$ cat src/rtl/video_mem_sched.sv
// Frame-buffer port scheduler: display reads during the active region, streamed pixel
// writes into a separate bank during blanking, bank swap at vertical blank.
module video_mem_sched #(
    parameter int WIDTH       = 200,
    parameter int HEIGHT      = 150,
    parameter int SCALE_SHIFT = 2,
    parameter int H_ACTIVE    = 800,
    parameter int V_ACTIVE    = 600,
    parameter int WHOLE_LINE  = 1056,
    parameter int WHOLE_FRAME = 628,
    parameter int NUM_BANKS   = 16,
    parameter int READ_LAT    = 3,
    parameter int X_ADDRW     = $clog2(WIDTH),
    parameter int Y_ADDRW     = $clog2(HEIGHT)
) (
    input  logic               clk,
    input  logic               reset,
    input  logic [10:0]        h_count,
    input  logic [9:0]         v_count,
    input  logic               in_valid,
    input  logic               in_data,
    output logic               in_ready,
    output logic [3:0]         bank_counter,
    output logic [X_ADDRW-1:0] x_pos,
    output logic [Y_ADDRW-1:0] y_pos,
    output logic               data_in,
    output logic               we,
    output logic               pixel_active,
    output logic               frame_swap,
    output logic [3:0]         display_bank
);

    localparam logic [10:0]        H_ACT     = 11'(H_ACTIVE);
    localparam logic [10:0]        H_GUARD   = 11'(H_ACTIVE + READ_LAT);
    localparam logic [10:0]        H_LAST    = 11'(WHOLE_LINE - 1);
    localparam logic [9:0]         V_ACT     = 10'(V_ACTIVE);
    localparam logic [9:0]         V_PRE     = 10'(V_ACTIVE - 1);
    localparam logic [9:0]         V_LAST    = 10'(WHOLE_FRAME - 1);
    localparam logic [X_ADDRW-1:0] X_LAST    = X_ADDRW'(WIDTH - 1);
    localparam logic [Y_ADDRW-1:0] Y_LAST    = Y_ADDRW'(HEIGHT - 1);
    localparam logic [3:0]         BANK_LAST = 4'(NUM_BANKS - 1);

    logic               active;
    logic               read_guard;
    logic               pre_line;
    logic               write_window;
    logic               swap_cycle;
    logic               accept;
    logic [3:0]         write_bank;
    logic [X_ADDRW-1:0] wx;
    logic [Y_ADDRW-1:0] wy;
    logic               frame_full;
    logic [READ_LAT-1:0] act_pipe;

    assign active     = (h_count < H_ACT) && (v_count < V_ACT);
    // Reads still in flight for READ_LAT clocks after the visible line ends.
    assign read_guard = (h_count < H_GUARD) && (v_count < V_ACT);
    // Last clock before a visible line: the read address must already be driven.
    assign pre_line   = (h_count == H_LAST) && ((v_count < V_PRE) || (v_count == V_LAST));

    assign write_window = !read_guard && !pre_line;
    assign swap_cycle   = (v_count == V_ACT) && (h_count == 11'd0);
    assign in_ready     = write_window && !frame_full && !swap_cycle && !reset;
    assign accept       = in_valid && in_ready;
    assign pixel_active = act_pipe[READ_LAT-1];

    always_ff @(posedge clk) begin
        if (reset) begin
            display_bank <= 4'd0;
            write_bank   <= 4'd1;
            wx           <= '0;
            wy           <= '0;
            frame_full   <= 1'b0;
            bank_counter <= 4'd0;
            x_pos        <= '0;
            y_pos        <= '0;
            data_in      <= 1'b0;
            we           <= 1'b0;
            frame_swap   <= 1'b0;
            act_pipe     <= '0;
        end else begin
            act_pipe   <= (act_pipe << 1) | READ_LAT'(active);
            frame_swap <= swap_cycle && frame_full;

            if (active) begin
                x_pos        <= X_ADDRW'(h_count >> SCALE_SHIFT);
                y_pos        <= Y_ADDRW'(v_count >> SCALE_SHIFT);
                bank_counter <= display_bank;
                we           <= 1'b0;
            end else if (accept) begin
                we           <= 1'b1;
                data_in      <= in_data;
                x_pos        <= wx;
                y_pos        <= wy;
                bank_counter <= write_bank;
                if (wx == X_LAST) begin
                    wx <= '0;
                    if (wy == Y_LAST) begin
                        wy         <= '0;
                        frame_full <= 1'b1;
                    end else begin
                        wy <= wy + 1'b1;
                    end
                end else begin
                    wx <= wx + 1'b1;
                end
            end else begin
                we           <= 1'b0;
                bank_counter <= write_bank;
            end

            // accept excludes both swap_cycle and frame_full, so this never collides.
            if (swap_cycle && frame_full) begin
                display_bank <= write_bank;
                write_bank   <= (write_bank == BANK_LAST) ? 4'd0 : write_bank + 4'd1;
                frame_full   <= 1'b0;
            end
        end
    end

endmodule
$ cat config.mk
export PLATFORM = sky130hd
export DESIGN_NAME = video_mem_sched
export DESIGN_NICKNAME = d
export VERILOG_FILES = /design/src/rtl/video_mem_sched.sv
export SDC_FILE = /design/constraint.sdc
export NUM_CORES = 1
export LEC_CHECK = 0
export BUFFER_PORTS_ARGS = -buffer_cell sky130_fd_sc_hd__buf_2
export CORE_MARGIN = 4
export CORE_UTILIZATION = 44
export DETAILED_ROUTE_END_ITERATION = 12
export HOLD_SLACK_MARGIN = 0.05
export MAX_ROUTING_LAYER = met4
export PLACE_DENSITY = 0.78
export SYNTH_ARGS = -nofsm -noshare
export SYNTH_HDL_FRONTEND = slang
export SYNTH_SLANG_ARGS = --single-unit
$ cat constraint.sdc
create_clock -name clk -period 2.2 [get_ports clk]
set_input_delay 0.22 -clock clk [delete_from_list [all_inputs] [get_ports clk]]
set_output_delay 0.22 -clock clk [all_outputs]
set_load 0.03 [all_outputs]
After elaboration in Yosys (flattened, before gate mapping)
Index checks and enable logic that the tools add are counted.
- add/subtract/negate cells: 3
- $lt $le $gt $ge: 4
- equality and inequality tests: 6
- multiplexer cells: 9
- bitwise logic cells: 2
- reduce and logical (&&, ||, !) cells: 23
- operators with widths (operator ; number):
    $mux W8 ; 6
    $lt A11 B10 Y1 const B ; 2
    $eq A10 B10 Y1 const B ; 2
    $lt A10 B10 Y1 const B ; 2
    $add A8 B1 Y8 const B ; 2
    $eq A8 B8 Y1 const B ; 2
    $eq A11 B11 Y1 const B ; 1
    $logic_not A11 Y1 ; 1
    $logic_and A1 B1 Y1 ; 10
    $mux W4 ; 2
    $logic_not A1 Y1 ; 5
    $add A4 B1 Y4 const B ; 1
    $eq A4 B4 Y1 const B ; 1
    $reduce_and A4 Y1 ; 1
    $reduce_or A2 Y1 ; 2
    $or A3 B1 Y3 ; 1
    $reduce_and A3 Y1 ; 1
    $reduce_and A2 Y1 ; 1
    $reduce_bool A2 Y1 ; 1
    $logic_or A1 B1 Y1 ; 1
    $mux W1 ; 1
    $not A1 Y1 ; 1
- register bits after elaboration: 51
- input bits: 25
- output and inout bits: 29
- logic and storage cells: 59

Longest topological paths before layout
Gate-level depths: netlist of the first run.
- depth after elaboration: 11
- gate-level depth with buffers: 9

Worst setup path before layout of the first run
Ideal clock, no wire load.
- kind: input to output
- start point: input port v_count[6]
- end point: output port in_ready
- arrival: 2.394 ns
- required time: 1.980 ns
- setup slack: -0.414 ns
- stages: 7
- cell sequence: nand2_1 -> nor4_1 -> a31oi_1 -> o211a_1 -> buf_2 -> buf_2 -> nor4b_1
- longest elaborated chain between the ends: 8
- ends and longest elaborated chain (element ; RTL line ; source):
    from (decl) ; 19 ; input logic [9:0] v_count,
    $lt A10 B10 Y1 or $eq A10 B10 Y1 (tied branches) ; 59 ; assign pre_line = (h_count == H_LAST) && ((v_count < V_PRE) || (v_count == V_LAST));
    $logic_or A1 B1 Y1 ; 59 ;
    $logic_and A1 B1 Y1 ; 59 ;
    $logic_not A1 Y1 ; 61 ; assign write_window = !read_guard && !pre_line;
    $logic_and A1 B1 Y1 ; 61 ;
    $logic_and A1 B1 Y1 ; 63 ; assign in_ready = write_window && !frame_full && !swap_cycle && !reset;
    $logic_and A1 B1 Y1 * (2 in a row) ; 63 ;
    to (decl) ; 22 ; output logic in_ready,
Every way passes the cells marked *; elsewhere a longest branch is shown, timed or not.

Final worst setup path of the first run
- start point: register wx[1]
- end point: register wy[1]
- longest elaborated chain between the ends: 2
- ends and longest elaborated chain (element ; RTL line ; source):
    from (decl) ; 50 ; logic [X_ADDRW-1:0] wx;
    from (signal assigned) ; 105 ; wx <= wx + 1'b1;
    $eq A8 B8 Y1 ; 96 ; if (wx == X_LAST) begin
    $reduce_and A3 Y1 (no line) ; - ;
    to (signal assigned) ; 102 ; wy <= wy + 1'b1;
    to (decl) ; 51 ; logic [Y_ADDRW-1:0] wy;
No other way between the ends.
A chain may end at the register's enable or synchronous reset.

==> flow_summary.yaml, run 1 <==
synth:
  synth_area_sq_um: 2580
  yosysWarnings: 0
  syn_inst: 309
  synth-main-ff-cell: "dfxtp_1"
  synth_area_per_cell_sq_um: 8.34
  netlist.top_cell.by_area: "dfxtp_1"
  yosysUniqueCellTypes: 47
  synth.top_cell.area_share_pct: 39.6
  synth_edf_count: 0
  ys_seq_area_share_pct: 39.6
  syn_nets: 338
  synthTopCellsByArea: "dfxtp_1, nand3_1, nand3b_1"
  ys_ff_latch: 51
  synthArstFlopShare_pct: 0
job:
  maxCapViolCount: 0
pwr:
  p_leak_nw: 1.31
  finalPower_mw: 1.91
  irDropWorstVdd_mv: 0.321
  p_per_area_nw_per_um2: 564
detailed_routing:
  drt_iter0_markers: 279
  wirelength_mm: 7.41
  vias: 2764
  drc_errors: 0
  antenna_left: 0
  wl_per_cell_um: 16.1
  routed_via_density: 6.01
  firstDrtPassIters: 5
timing:
  period_minus_slack_ns: 2.30
  fmax_mhz: 434
  finalSetupViolations: 6
  finalSetupTns_ns: -0.347
  hold_violations: 0
  period_share_pct: 105
  tightestPinTransition_ns: 0.814
  grt_setup_unrepaired: "true"
  finalClockSkew_ns: 0.00594
  maxSlewViolCount: 0
  maxSlewHeadroom_pct: 45.6
  fin_ws_ns: -0.102
floorplanning:
  die_w_um: 84.5
  rows: 27
  die_h_um: 84.5
  dieArea_sq_um: 7140
  ioPinCount: 54
  start_util_pct: 45.9
  core_sq_um: 5610
finish:
  fin_cells: 460
  diodes: 0
  nNetsFinal: 416
  drive_above_1_share_pct: 32.2
  fin_area_sq_um: 3380
  area_growth_pct: 31.2
  post-route-util_pct: 60.3
clock_network:
  clkTransAtPathRegs_ns: 0.09
  root_buffer: "clkbuf_8"
  cts_num_sinks: 51
  hold_buffers: 0
  cts_tree: "done"
  cts-htree-levels: 2
  cts_buffer_depth: 2
  clk_latency_ns: 0.31
  numCtsBuffers: 5
critical_path:
  critPathCaptureType: "flop"
  worstPathRequired_ns: 2.44
  r2r-start: "wx[1]"
  startpoint_type: "flop"
  crit_start: "wx[1]"
  crit_type: "reg -> reg"
  path_max_fanout: 7
  cp.arrival_ns: 2.54
global_route:
  grt_antenna_before_repair: 0
  met1_usage_pct: 26.5
  grt_util_met2_pct: 33.0
  grt_pass1_wl_mm: 12.0
  grt_pass1_vias: 2560
  grt_overflow_total: 0
  grt_max_degree: 67
  grtUsageTotal_pct: 20.7
  met3_usage_pct: 3.83
  grt.busiest_layer: "met2"
status:
  violations: "setup timing"
  outcome: "finished with violations"
placed_design:
  place_area_sq_um: 3160
  post-dp-hpwl_mm: 5.13
  dp_cells: 448
  gp_congestion: 0.911
  io_buffers: 53
min_path:
  hold_path_class: "in -> reg"
  hold_start: "in_data"
[cell usage after synthesis (all sizes together), types with 5 or more instances]
master  number
buf          8
nand3b      17
o31ai        5
a31oi        8
a21oi       25
nand2       22
nor4         5
o221ai      14
nor2        15
nor3        12
nand2b      15
dfxtp       51
or4         10
o21ai       12
clkbuf      15
nand3       31
[final timing paths]
path / slack [ns] / depth (start not counted) / endpoint
worst max register to register: -0.10 / 6 / wy[1]
worst min register to register: 0.45 / 1 / act_pipe[2]
worst max-delay path: -0.10 / 6 / wy[1]
worst min-delay path: 0.15 / 3 / data_in
[through the flow]
| step | hold WS (ns) | worst slack, ns |
|---|---|---|
| 6_report | 0.153 | -0.102 |
| 5_1_grt | 0.166 | -0.136 |
| 4_1_cts | 0.148 | -0.0652 |
| 3_5_place_dp | 0.430 | -0.338 |
| 3_3_place_gp | 0.420 | -0.183 |
| 2_1_floorplan | 0.368 | -0.0369 |
[area by class of cell]
type	instances	area [sq um]
Clock buffer	6	82.6
Sequential cell	51	1030
Tap cell	72	90.1
Clock inverter	2	38.8
Multi-Input combinational cell	232	1530
Inverter	3	11.3
Fill cell	492	2230
Timing Repair Buffer	94	601
[power breakdown]
| group | switching (mW) | total, mW | internal [mW] |
|---|---|---|---|
| Clock | 0.320 | 0.694 | 0.374 |
| Combinational | 0.159 | 0.257 | 0.0975 |
| Sequential | 0.0115 | 0.956 | 0.944 |
[logic make-up after synthesis]
family	count (synthesis)	synth area share, %
multiplexers	2	0.826
buffers and inverters	26	4.61
XOR/XNOR	1	0.340
flip-flops	51	39.6
AND/OR/NAND/NOR	149	33.4
AO/OA/AOI/OAI	76	19.3
adder cells (fa/ha/maj)	4	1.94
[critical path, cell delays in order (launching register included)]
cell and delay [ns]:
dfxtp_4 0.37, ha_4 0.14, nand2_2 0.06, or4_4 0.51, or4_4 0.49, or4_1 0.54, a21oi_1 0.13
[sequential cells by signal, summed over array words and instances (netlist names)]
register,flops
wx,8
wy,8
x_pos,8
y_pos,8
bank_counter,4
display_bank,4
write_bank,4
act_pipe,3
data_in,1
frame_full,1
frame_swap,1
we,1
[placed cells by master, fill, tap and decap left out, types with 6 or more instances in the layout]
master	instances
buf_2	52
clkbuf_8	6
nand2b_1	15
a21oi_1	25
a31oi_1	8
nand3b_1	17
nand2_1	20
dfxtp_1	49
nor3_1	8
o21ai_0	11
buf_4	40
or4_1	8
nand3_1	31
nor2_1	14
o221ai_1	14
[per-layer routing]
| metal | vias to the layer above | routed length [um] |
|---|---|---|
| li1 | 1320 | - |
| met1 | 1304 | 3200 |
| met2 | 127 | 3510 |
| met3 | 13 | 552 |
| met4 | 0 | 144 |
| met5 | - | 0 |
[timing repair]
| item | CTS | global route |
|---|---|---|
| gates cloned | 0 | 0 |
| resized for setup | 4 | 12 |
| setup endpoints to repair | 8 | 10 |
| pin swaps | 1 | 3 |
| setup buffers | 2 | 2 |
Power figures use the tool's default switching activity.
==> run 2, diff against run 1 <==
CTS_CLUSTER_SIZE = 12   (was not set)
GPL_TIMING_DRIVEN = 0   (was not set)
SETUP_SLACK_MARGIN = 0.2   (was not set)
==> flow_summary.yaml, run 2 (synthesized netlist as in run 1, its figures left out) <==
clock_network:
  root_buffer: "clkbuf_8"
  cts_buffer_depth: 2
  cts_num_sinks: 51
  clk_latency_ns: 0.32
  numCtsBuffers: 5
  cts_tree: "done"
  hold_buffers: 0
  cts-htree-levels: 2
  clkTransAtPathRegs_ns: 0.09
critical_path:
  startpoint_type: "flop"
  worstPathRequired_ns: 2.45
  crit_type: "reg -> reg"
  path_cells: "nand3b_1 > or4_4 > or4_4 > buf_6 > or4_4 > a21oi_2"
  cp.buffers_inverters: 1
  rrSetupSlack_ns: -0.07
  crit_path_frequent_cell: "or4_4"
  path_max_fanout: 4
  path_delay_family: "simple AND/OR/NAND/NOR gates"
  critPathCaptureType: "flop"
  cpPeakStageDelay_ns: 0.52
  r2r.worst_path.cells: 6
  cp.arrival_ns: 2.52
  r2r-end: "wy[0]"
  r2r-start: "wx[5]"
  crit_path_top_delay_cell: "or4_4"
floorplanning:
  start_util_pct: 45.9
  dieArea_sq_um: 7140
  die_h_um: 84.5
  core_sq_um: 5610
  rows: 27
  die_w_um: 84.5
  ioPinCount: 54
min_path:
  hold_start: "in_data"
  whs_path_depth: 3
  min_to: "data_in"
  hold_path_class: "in -> reg"
placed_design:
  dp_cells: 434
  dp_slack_ns: -0.452
  gp_congestion: 0.875
  io_buffers: 53
  post-dp-hpwl_mm: 5.32
  place_area_sq_um: 2970
detailed_routing:
  wl_per_cell_um: 18.5
  firstDrtPassIters: 5
  wirelength_mm: 8.53
  drc_errors: 0
  drt_iter0_markers: 320
  antenna_left: 0
  vias: 2869
  routed_via_density: 6.22
job:
  maxCapViolCount: 0
finish:
  fin_area_sq_um: 3520
  mostFrequentLayoutCell: "buf_2"
  area_growth_pct: 36.6
  post-route-util_pct: 62.7
  nNetsFinal: 417
  diodes: 0
  fin_cells: 461
  drive_above_1_share_pct: 34.2
  fillers: 472
  final_cell_mix: "buf_2, dfxtp_1, nand3_1"
timing:
  tightestPinTransition_ns: 0.849
  finalClockSkew_ns: 0.00599
  fmax_mhz: 440
  hold_violations: 0
  grt_setup_unrepaired: "true"
  fin_ws_ns: -0.0720
  period_minus_slack_ns: 2.27
  finalSetupTns_ns: -0.306
  finalSetupViolations: 7
  maxSlewHeadroom_pct: 42.9
  maxSlewViolCount: 0
  period_share_pct: 103
global_route:
  grt.busiest_layer: "met2"
  grt_max_degree: 17
  grtUsageTotal_pct: 22.9
  grt_util_met2_pct: 36.1
  met3_usage_pct: 4.22
  grt_pass1_vias: 2698
  grt_overflow_total: 0
  met1_usage_pct: 29.2
  grt_antenna_before_repair: 0
  grt_pass1_wl_mm: 13.1
pwr:
  p_int_mw: 1.41
  power.switching_mw: 0.523
  netSwitchingFraction_pct: 27.0
  power_frac_seq_pct: 49.3
  combPwrFrac_pct: 14.0
  clkPwrFrac_pct: 36.7
  irDropWorstVdd_mv: 0.287
  p_per_area_nw_per_um2: 551
  p_leak_nw: 1.32
status:
  violations: "setup timing"
  outcome: "finished with violations"
[run 2: per-stage QoR]
stage                     hold WS [ns]  power [mW]
after floorplan                  0.368        1.12
after global placement           0.422        1.20
after detailed placement         0.437        1.20
after CTS                        0.168        1.90
after global routing             0.181        2.00
final                            0.164        1.94
[run 2: cell type report]
type | instances | area [sq um] | area share (%)
buffer | 23 | 149 | 4.23
clock buffer | 6 | 82.6 | 2.35
clock inverter | 2 | 38.8 | 1.10
inverter | 3 | 11.3 | 0.320
multi-input combinational | 232 | 1660 | 47.1
sequential | 51 | 1030 | 29.4
tap | 72 | 90.1 | 2.56
timing repair buffer | 72 | 454 | 12.9
[run 2: power groups by stage]
stage,sequential [mW],clock [mW],combinational [mW]
after floorplan,1.02,0,0.102
after global placement,0.977,0,0.224
after detailed placement,0.979,0,0.224
after CTS,0.956,0.706,0.241
after global routing,0.958,0.750,0.289
final,0.955,0.711,0.271
[run 2: tightest hold or removal path, delay by kind of cell]
kind / cells / cell delay [ns]
AO/OA/AOI/OAI: 1 / 0.06
AND/OR/NAND/NOR: 1 / 0.06
buffers and inverters: 1 / 0.10
[run 2: how the worst max path moves through the flow]
| stage | startpoint | endpoint | slack [ns] | depth (start not counted) |
|---|---|---|---|---|
| 2_1_floorplan | wx[1] | wy[0] | -0.04 | 7 |
| 3_3_place_gp | v_count[9] | in_ready | -0.41 | 9 |
| 3_5_place_dp | v_count[9] | in_ready | -0.45 | 9 |
| 4_1_cts | wx[0] | wy[0] | -0.04 | 7 |
| 5_1_grt | wx[5] | wy[0] | -0.11 | 6 |
| 6_report | wx[5] | wy[0] | -0.07 | 6 |
[run 2: routing by layer]
metal / wire (um) / share of wire, %
met1: 3420 / 40
met2: 4220 / 50
met3: 708 / 8.3
met4: 178 / 2.1
met5: 0 / 0
[run 2: repair_timing]
action / in CTS / in global routing
hold endpoints to repair: 0 / 0
setup buffers: 11 / 7
resized for setup: 20 / 50
pin swaps: 5 / 10
cloned: 1 / 0
setup endpoints to repair: 42 / 32
